`src/rtl/ysyx_041514_ram_rd_arbiter.sv`:
```
// ysyx_041514_ram_rd_arbiter: two-requester (icache/dcache) read arbiter onto
// one shared memory read port, burst-locked until the last beat or an abort.
// Ports: clk, rst (sync, active-high); i_*/d_* request + beat strobe/data;
// ram_* shared request + beat strobe/data; grant_o {d,i} one-hot, busy_o.
// Macro YSYX_041514_ARB_RR_EN: round-robin on simultaneous requests
// (dcache favoured after reset); undefined: dcache has fixed priority.
module ysyx_041514_ram_rd_arbiter #(
  parameter int ADDR_W = 32,
  parameter int DATA_W = 64
) (
  input  logic              clk,
  input  logic              rst,
  input  logic [ADDR_W-1:0] i_raddr_i,
  input  logic              i_raddr_valid_i,
  input  logic [7:0]        i_rmask_i,
  input  logic [3:0]        i_rsize_i,
  input  logic [7:0]        i_rlen_i,
  output logic              i_rdata_ready_o,
  output logic [DATA_W-1:0] i_rdata_o,
  input  logic [ADDR_W-1:0] d_raddr_i,
  input  logic              d_raddr_valid_i,
  input  logic [7:0]        d_rmask_i,
  input  logic [3:0]        d_rsize_i,
  input  logic [7:0]        d_rlen_i,
  output logic              d_rdata_ready_o,
  output logic [DATA_W-1:0] d_rdata_o,
  output logic [ADDR_W-1:0] ram_raddr_o,
  output logic              ram_raddr_valid_o,
  output logic [7:0]        ram_rmask_o,
  output logic [3:0]        ram_rsize_o,
  output logic [7:0]        ram_rlen_o,
  input  logic              ram_rdata_ready_i,
  input  logic [DATA_W-1:0] ram_rdata_i,
  output logic [1:0]        grant_o,
  output logic              busy_o
);

  typedef enum logic [1:0] {
    IDLE  = 2'd0,
    GNT_I = 2'd1,
    GNT_D = 2'd2
  } state_t;

  state_t     state;
  logic [7:0] cnt;
  logic [7:0] rlen_q;
  logic       sel_i;
  logic       sel_d;
  logic       hs;
  logic       pick_d;

`ifdef YSYX_041514_ARB_RR_EN
  // last_d: dcache won the previous arbitration; 0 after reset
  logic last_d;
  assign pick_d = d_raddr_valid_i & (~i_raddr_valid_i | ~last_d);

  always_ff @(posedge clk) begin
    if (rst) begin
      last_d <= 1'b0;
    end else if (state == IDLE &&
                 (d_raddr_valid_i || i_raddr_valid_i)) begin
      last_d <= pick_d;
    end
  end
`else
  assign pick_d = d_raddr_valid_i;
`endif

  assign sel_i   = (state == GNT_I);
  assign sel_d   = (state == GNT_D);
  assign grant_o = {sel_d, sel_i};
  assign busy_o  = sel_i | sel_d;

  // granted valid is forwarded live, so a dropped valid
  // suppresses the beat strobe in the same cycle
  always_comb begin
    ram_raddr_o       = '0;
    ram_raddr_valid_o = 1'b0;
    ram_rmask_o       = '0;
    ram_rsize_o       = '0;
    ram_rlen_o        = '0;
    unique case (1'b1)
      sel_i: begin
        ram_raddr_o       = i_raddr_i;
        ram_raddr_valid_o = i_raddr_valid_i;
        ram_rmask_o       = i_rmask_i;
        ram_rsize_o       = i_rsize_i;
        ram_rlen_o        = i_rlen_i;
      end
      sel_d: begin
        ram_raddr_o       = d_raddr_i;
        ram_raddr_valid_o = d_raddr_valid_i;
        ram_rmask_o       = d_rmask_i;
        ram_rsize_o       = d_rsize_i;
        ram_rlen_o        = d_rlen_i;
      end
      default: ;
    endcase
  end

  assign hs              = ram_raddr_valid_o & ram_rdata_ready_i;
  assign i_rdata_ready_o = sel_i & hs;
  assign d_rdata_ready_o = sel_d & hs;
  assign i_rdata_o       = ram_rdata_i;
  assign d_rdata_o       = ram_rdata_i;

  always_ff @(posedge clk) begin
    if (rst) begin
      state  <= IDLE;
      cnt    <= '0;
      rlen_q <= '0;
    end else begin
      unique case (state)
        IDLE: begin
          cnt <= '0;
          if (pick_d) begin
            state  <= GNT_D;
            rlen_q <= d_rlen_i;
          end else if (i_raddr_valid_i) begin
            state  <= GNT_I;
            rlen_q <= i_rlen_i;
          end
        end
        GNT_I, GNT_D: begin
          if (!ram_raddr_valid_o) begin
            state <= IDLE;
            cnt   <= '0;
          end else if (hs) begin
            // cnt == rlen_q before wrap, so rlen 255 ends at 256 beats
            if (cnt == rlen_q) begin
              state <= IDLE;
              cnt   <= '0;
            end else begin
              cnt <= cnt + 8'd1;
            end
          end
        end
        default: begin
          state <= IDLE;
          cnt   <= '0;
        end
      endcase
    end
  end

endmodule

```
`config.mk`:
```
export PLATFORM = sky130hd
export DESIGN_NAME = ysyx_041514_ram_rd_arbiter
export DESIGN_NICKNAME = d
export VERILOG_FILES = /design/src/rtl/ysyx_041514_ram_rd_arbiter.sv
export SDC_FILE = /design/constraint.sdc
export NUM_CORES = 1
export LEC_CHECK = 0
export ABC_AREA = 0
export ABC_CLOCK_PERIOD_IN_PS = 1900
export BUFFER_PORTS_ARGS = -buffer_cell sky130_fd_sc_hd__buf_2
export CORE_AREA = 2 2 141 143
export DETAILED_ROUTE_END_ITERATION = 12
export DIE_AREA = 0 0 143 145
export SLEW_MARGIN = 25
export SYNTH_ARGS = -nofsm -noshare
export SYNTH_HDL_FRONTEND = slang
export SYNTH_SLANG_ARGS = --single-unit
```
`constraint.sdc`:
```
create_clock -name clk -period 1.9 [get_ports clk]
set_clock_uncertainty 0.05 [all_clocks]
set_input_delay 0.475 -clock clk [delete_from_list [all_inputs] [get_ports clk]]
set_output_delay 0.475 -clock clk [all_outputs]
set_load 0.02 [all_outputs]
```
==> results of run 1 <==
## registers in the layout, summed over array words and instances (netlist names)
name,cells
rlen_q,8
cnt,8
state,2
## power groups by stage
| stage | Sequential (mW) | Combinational [mW] | Clock (mW) |
|---|---|---|---|
| after floorplan | 0.426 | 0.890 | 0 |
| after detailed placement | 0.431 | 0.845 | 0 |
| after CTS | 0.426 | 1.08 | 0.476 |
| final | 0.426 | 1.23 | 0.464 |
| after global placement | 0.431 | 0.840 | 0 |
| after global routing | 0.429 | 1.31 | 0.489 |
## per-layer routing
metal / vias up / routed length [µm]
li1: 1226 / -
met1: 1191 / 4640
met2: 160 / 6450
met3: 24 / 1310
met4: 0 / 185
met5: - / 0
## metrics by stage
stage | power (mW) | cell area [µm²] | std cells | utilization [%]
floorplan | 1.32 | 2920 | 363 | -
CTS | 1.98 | 3990 | 678 | 20.7
global route | 2.23 | 4300 | 685 | 22.4
global placement | 1.27 | 3250 | 665 | 16.9
detailed placement | 1.28 | 3250 | 665 | 16.9
finish | 2.12 | 4300 | 685 | 22.4
## how the worst max path moves through the flow
stage                     startpoint              end  depth (start not counted)
final                       state[0]  ram_raddr_o[24]                          5
after global routing        state[0]  ram_raddr_o[24]                          5
after CTS                   state[1]   ram_rmask_o[7]                          7
after detailed placement    state[0]   ram_rsize_o[2]                          5
after global placement      state[1]    ram_rlen_o[2]                          5
after floorplan             state[1]   ram_raddr_o[0]                          5
## kinds of logic (layout without fill, tap and decap cells)
logic type,count (synthesis),count (layout),share of synthesized area [%]
and+or+nand+nor,89,89,19.1
DFF,18,18,13.0
buffers and inverters,158,213,39.4
xor gates and xnor gates,12,12,3.79
other,0,2,0
muxes,8,8,2.88
AOI/OAI and AO/OA,74,74,20.0
adders and majority gates,4,4,1.80
## worst register-to-register path, cell delays in order (launching register included)
cell and delay [ns]:
sky130_fd_sc_hd__dfxtp_4 0.37, sky130_fd_sc_hd__inv_4 0.05, sky130_fd_sc_hd__ha_4 0.39, sky130_fd_sc_hd__nand2_4 0.10
sky130_fd_sc_hd__buf_6 0.14, sky130_fd_sc_hd__a311o_2 0.39, sky130_fd_sc_hd__a21o_1 0.20, sky130_fd_sc_hd__o31ai_2 0.06
## layout by cell type (no fill, tap or decap), drive strengths merged
cell type,n
buf,200
a22oi,52
nor2b,52
dfxtp,18
nor2,12
xor2,9
a211oi,9
mux2i,8
nand2,8
clkbuf,7
inv,6
ha,4
nor4,3
xnor2,3
or3,3
a21oi,3
nor3,3
diode,2
and3,2
o21ai,2
nand3,2
a22o,1
a311o,1
nand4,1
and2,1
a2bb2oi,1
a31oi,1
nand3b,1
o32ai,1
o21a,1
nor3b,1
a21o,1
o31ai,1
## Yosys cell counts, drive strengths merged, types with 2 or more instances
master / instances / area (µm²)
a21oi: 3 / 15.0
nor3: 3 / 15.0
xnor2: 3 / 26.3
dfxtp: 18 / 360
nor2b: 52 / 325
a22oi: 52 / 390
inv: 6 / 22.5
buf: 135 / 1010
nor4: 3 / 31.3
a211oi: 9 / 72.6
and3: 2 / 12.5
xor2: 9 / 78.8
mux2i: 8 / 80.1
nand2: 8 / 30.0
nor2: 12 / 45.0
clkbuf: 17 / 63.8
or3: 3 / 18.8
o21ai: 2 / 10.0
ha: 4 / 50.1
nand3: 2 / 10.0
## area by class of cell
class | instances | area share [%]
inverters | 6 | 0.757
clock buffers | 4 | 2.07
diodes | 2 | 0.116
well taps | 265 | 7.71
flip-flops and latches | 18 | 8.50
repair buffers | 203 | 37.9
multi-input cells | 187 | 42.9
## timing repair
action,in CTS,in global routing
buffers inserted,7,3
setup endpoints to repair,56,59
pin swaps,6,9
cloned,3,4
gates resized for setup,135,53
==> out/results.md, run 1 <==
| Item | Value |
|:---|:---|
| Highest clock rate | 478 MHz |
| Total I/O pin count | 359 |
| Setup tns final | -8.99 ns |
| Primary FF master, synth | sky130_fd_sc_hd__dfxtp_1 |
| Area added between synthesis and finish | 54.8% |
| Grt met1 use | 11.6% |
| CP Launch Type | register |
| Critical Path RT | 1.37 ns |
| Slowest Stage Delay on Critical Path | 0.39 ns |
| LEAKAGE | 1.69 nW |
| Initial antenna violation count | 3 |
| Total number of vias | 2601 |
| Clock tree from TritonCTS | built |
| Cells along the critical path | inv_4 > ha_4 > clkbuf_16 > nor2b_1 > buf_4 |
| Gate power share | 58.1% |
| Vias per std cell | 3.80 |
| Final worst-path cycle share | 110% |
| Worst Path Class, Setup | reg2out |
| Cts bufs inserted | 3 |
| Clock Tree Buf Depth | 2 |
| Clock input transition at the sequential cells of the worst setup and hold paths | 0.05 ns |
| Fraction of final layout cells with drive strength greater than 1 | 78.5% |
| Net switching power of the design | 0.761 mW |
| Ys async rst share | 0% |
| Core region area | 0.0192 mm² |
| Max-capacitance violation count | 0 |
| Part of the power in the clock network | 21.8% |
| Worst-Margin Slew | 0.341 ns |
| Failing checks | setup timing |
| Tightest Hold Check Type | reg2reg |
| Total of endpoints with negative setup slack in the final report | 56 |
| Final #Nets | 596 |
| Max rail drop VDD | 0.258 mV |
| Antenna-violating nets left | 0 |
| H-tree levels | 1 |
| Category of the worst setup path capture point | output port |
| Total iterations of the first detailed-routing run | 3 |
| Syn Inst Count | 363 |
| Global-route wire length before repair | 16800 µm |
| Placer's final routability congestion estimate | 0.810 |
| Portion of total power attributed to sequential cells | 20.1% |
| Data arrival time of the worst path | 1.57 ns |
| Post-synth EDFFs | 0 |
| Critical path buffer and inverter count | 3 |
| Most crowded layer after global routing | met2 |
| Setup slack after layout | -0.194 ns |
| Total Die Area | 0.0207 mm² |
| CTS hold repair buffers | 0 |
| Met2 Resource Use GR | 19.0% |
| Sequential share of the synthesized area | 13.0% |
| Starting Density | 14.5% |
| Total Routing Usage GR | 10.8% |
| Power per standard cell area | 494 mW/mm² |
| Number of failing hold endpoints at the final stage | 0 |
| Reg area | 365 µm² |
| Top fanout value on the critical path | 14 |
| Avg Inst Size Synth | 7.65 µm² |
| Total clock sinks | 18 |
| Number of warnings printed during yosys synthesis | 0 |
| Cell family contributing the most delay on the critical path | buffers and inverters |
| Cell internal pwr | 1.36 mW |
| Clock latency on the worst-skew pair | 0.25 ns |
| Root buf cell | sky130_fd_sc_hd__clkbuf_16 |
| Hold Crit Start | rlen_q[4] |
| Final critical path time including I/O delays and setup | 2.09 ns |
| Instance count along the most critical hold path | 2 |
| Via count of the first global-routing pass | 2651 |
| Synth cell types | 35 |
| Net switching fraction of the power | 35.8% |
| Routed length per instance | 18.4 µm |
| Worst R2R Setup Slack | 0.06 ns |
| Cell with the largest stage delay on the worst path | sky130_fd_sc_hd__ha_4 |
| Horizontal die dimension | 143 µm |
| Remaining DRCs | 0 |
| Final number of max-transition violations | 0 |
| Post-synthesis register bit count | 18 |
| Worst rel slew slack | 77.1% |
| Hold-critical path endpoint | rlen_q[4] |
| Mapped Nets | 540 |
| HPWL after detailed placement | 8990 µm |
| GR Layer Usage met3 | 5.15% |
| Total wire length | 12600 µm |
| Setup repair after global routing missed its margin | true |
| Iteration-0 DRC count of the detailed router | 96 |
| Number of cells on the worst reg-to-reg path | 7 |
| Final-layout worst hold slack | 0.460 ns |
| Outcome | complete, but fails checks |
| Worst R2R End | state[0] |
| Worst setup slack after placement | -0.0259 ns |
| FP Rows | 51 |
| Chip Height | 145 µm |
| Reg-to-reg critical path startpoint | state[0] |
| Quantity of I/O buffers inserted on ports | 166 |
| Total global routing overflow | 0 |
| Summed instance area of the synthesized netlist | 0.00278 mm² |
| Multi-input gate area | 0.00184 mm² |
| Filler cell count in the final layout | 2102 |
| Maximum number of pins on one net before global-route repair | 36 |
Power figures use the tool's default switching activity.
==> inputs of run 2 (changes only) <==
Settings changed: ABC_AREA 0 to 1, BUFFER_PORTS_ARGS -buffer_cell sky130_fd_sc_hd__buf_2 to unset, CORE_AREA 2 2 141 143 to 2 2 139 141, DIE_AREA 0 0 143 145 to 0 0 141 143, DONT_BUFFER_PORTS set to 1.
==> out/results.md, run 2 <==
| Item | Value |
|:---|:---|
| Outcome | complete, but fails checks |
| Failing checks | setup timing |
| Total I/O pin count | 359 |
| Cell accounting for the most synthesized area | sky130_fd_sc_hd__buf_4 |
| Root buf cell | sky130_fd_sc_hd__clkbuf_16 |
| Total Die Area | 0.0202 mm² |
| Max-capacitance violation count | 0 |
| Cell with the largest stage delay on the worst path | sky130_fd_sc_hd__dfxtp_2 |
| Highest clock rate | 499 MHz |
| Total Routing Usage GR | 7.89% |
| Total iterations of the first detailed-routing run | 6 |
| Syn Inst Count | 457 |
| Setup slack after layout | -0.102 ns |
| Instance count along the most critical hold path | 1 |
| Setup repair after global routing missed its margin | true |
| Library cell with the highest instance count after synthesis | sky130_fd_sc_hd__nand2_1 |
| Power per standard cell area | 567 mW/mm² |
| Antenna-violating nets left | 0 |
| Clock latency on the worst-skew pair | 0.25 ns |
| Sequential share of the synthesized area | 13.0% |
| Primary FF master, synth | sky130_fd_sc_hd__dfxtp_1 |
| Clock input transition at the sequential cells of the worst setup and hold paths | 0.05 ns |
| CP Launch Type | register |
| Cells along the critical path | buf_4 > ha_4 > buf_12 > nand2_1 > a21oi_4 |
| Routed length per instance | 15.5 µm |
| Worst R2R End | state[1] |
| Final critical path time including I/O delays and setup | 2.00 ns |
| Area added between synthesis and finish | 7.02% |
| Hold Crit Start | rst |
| Top fanout value on the critical path | 39 |
| Total of endpoints with negative setup slack in the final report | 55 |
| Horizontal die dimension | 141 µm |
| Iteration-0 DRC count of the detailed router | 69 |
| Max rail drop VDD | 0.224 mV |
| Core region area | 0.0186 mm² |
| Registers with the most flip-flops | cnt x8, rlen_q x8, state x2 |
| Setup tns final | -3.61 ns |
| Maximum number of pins on one net before global-route repair | 40 |
| Quantity of I/O buffers inserted on ports | 0 |
| Post-synth EDFFs | 0 |
| Biggest area contributors in the synthesized netlist | sky130_fd_sc_hd__buf_4, sky130_fd_sc_hd__nand2_1, sky130_fd_sc_hd__dfxtp_1, sky130_fd_sc_hd__a21oi_1, sky130_fd_sc_hd__a311oi_1 |
| Antenna fix cells | 0 |
| Mapped Nets | 634 |
| Commonest cells after routing, fill and taps aside | sky130_fd_sc_hd__nand2_1, sky130_fd_sc_hd__a21oi_4, sky130_fd_sc_hd__dfxtp_1, sky130_fd_sc_hd__nor2_1, sky130_fd_sc_hd__inv_1 |
| Synth top area share | 35.6% |
| Starting Density | 15.0% |
| Clock tree from TritonCTS | built |
| Summed instance area of the synthesized netlist | 0.00278 mm² |
| Total global routing overflow | 0 |
| Worst R2R Setup Slack | 0.25 ns |
| Fraction of final layout cells with drive strength greater than 1 | 29.2% |
| Critical Path RT | 1.37 ns |
| Remaining DRCs | 0 |
| Post-synthesis register bit count | 18 |
| LEAKAGE | 0.751 nW |
| Ys async rst share | 0% |
| Synth cell types | 27 |
| Most used standard cells in the synthesized netlist | sky130_fd_sc_hd__nand2_1, sky130_fd_sc_hd__buf_4, sky130_fd_sc_hd__a21oi_1, sky130_fd_sc_hd__dfxtp_1, sky130_fd_sc_hd__clkbuf_1 |
| Hold-critical path endpoint | state[0] |
| Number of failing hold endpoints at the final stage | 0 |
| Via count of the first global-routing pass | 2225 |
| H-tree levels | 1 |
| Total number of vias | 2250 |
| Placed cell count | 557 |
| Final #Nets | 508 |
| Finished layout cell area | 0.00298 mm² |
| CTS hold repair buffers | 0 |
| Final-layout worst hold slack | 0.237 ns |
| Initial antenna violation count | 0 |
| Most common cell after layout, fill and taps aside | sky130_fd_sc_hd__nand2_1 |
| Data arrival time of the worst path | 1.48 ns |
| Total chip power | 1.69 mW |
| Worst Path Class, Setup | reg2out |
| Slowest Stage Delay on Critical Path | 0.35 ns |
| Reg-to-reg critical path startpoint | state[1] |
| Cts bufs inserted | 3 |
| Number of cells on the worst reg-to-reg path | 11 |
| Worst-Margin Slew | 0.275 ns |
| Total clock sinks | 18 |
| Placed Area | 0.00277 mm² |
| Global-route wire length before repair | 12200 µm |
| Vias per std cell | 4.00 |
| Final worst-path cycle share | 105% |
| Clock Tree Buf Depth | 2 |
| Non-filler cells in the finished layout | 563 |
| Chip Height | 143 µm |
| Placer's final routability congestion estimate | 0.793 |
| Category of the worst setup path capture point | output port |
| Number of warnings printed during yosys synthesis | 0 |
| Tightest Hold Check Type | in2reg |
| FP Rows | 50 |
| Final number of max-transition violations | 0 |
| Worst rel slew slack | 81.6% |
| Avg Inst Size Synth | 6.09 µm² |
| Total wire length | 8710 µm |
| HPWL after detailed placement | 7260 µm |
run 2: cell types whose count changed after synthesis, moves of 4 or more:
cell / previous run / this run
sky130_fd_sc_hd__nor2_1: 12 / 16
sky130_fd_sc_hd__nand2_1: 8 / 148
sky130_fd_sc_hd__inv_1: 6 / 16
sky130_fd_sc_hd__a21oi_1: 3 / 60
sky130_fd_sc_hd__mux2i_1: 8 / 0
sky130_fd_sc_hd__nor2b_1: 52 / 0
sky130_fd_sc_hd__a211oi_1: 8 / 0
sky130_fd_sc_hd__xor2_1: 9 / 1
sky130_fd_sc_hd__a22oi_1: 52 / 0
sky130_fd_sc_hd__a311oi_1: 0 / 8
run 2: layout make-up:
| class | count | area [µm²] |
|---|---|---|
| Sequential cell | 18 | 365 |
| Fill cell | 2039 | 15600 |
| Tap cell | 234 | 293 |
| Clock buffer | 3 | 75.1 |
| Inverter | 21 | 97.6 |
| Timing Repair Buffer | 20 | 251 |
| Multi-Input combinational cell | 267 | 1890 |
run 2: worst max path at each step:
stage | end | slack, ns | cells past startpoint | startpoint
detailed placement | i_rdata_ready_o | 0.03 | 6 | state[1]
CTS | d_rdata_ready_o | -0.11 | 7 | state[1]
finish | ram_rlen_o[1] | -0.10 | 5 | state[1]
floorplan | ram_raddr_o[0] | -0.01 | 5 | state[1]
global route | ram_raddr_o[26] | -0.16 | 6 | state[1]
global placement | i_rdata_ready_o | 0.03 | 6 | state[0]
run 2: critical path: cells and delay by family (launching register included):
family	cells	cell delay (ns)
and+or+nand+nor	1	0.12
buffers and inverters	2	0.33
DFF	1	0.35
adders and majority gates	1	0.16
AOI/OAI and AO/OA	1	0.23
run 2: timing repair:
item / CTS / global route
setup endpoints to repair: 55 / 55
gates resized for setup: 23 / 1
buffers inserted: 2 / 0
pin swaps: 6 / 4
cloned: 1 / 0
run 2: cells by family after synthesis:
kind of cell,Yosys count,synth area share [%]
AOI/OAI and AO/OA,73,15.0
DFF,18,13.0
adders and majority gates,4,1.80
and+or+nand+nor,183,26.9
buffers and inverters,172,41.2
xor gates and xnor gates,7,2.20
run 2: routing by layer:
layer	part of all wire [%]	track usage (%)	routed length [µm]
met4	3.0	3.26	263
met5	0	0	0
met2	50	14.3	4380
met3	14	4.83	1200
met1	33	7.11	2870
run 2: stage by stage:
stage               util, %  setup slack [ns]
global route           16.0            -0.161
floorplan                 -           -0.0120
detailed placement     14.9            0.0280
CTS                    16.0            -0.110
finish                 16.0            -0.102
global placement       14.9            0.0328
run 2: report_power, final:
group / total (mW) / leakage (nW) / internal (mW) / switching [mW]
clock: 0.424 / 0.0370 / 0.277 / 0.147
combinational: 0.837 / 0.565 / 0.279 / 0.558
sequential: 0.426 / 0.148 / 0.405 / 0.0212
total: 1.69 / 0.751 / 0.961 / 0.727
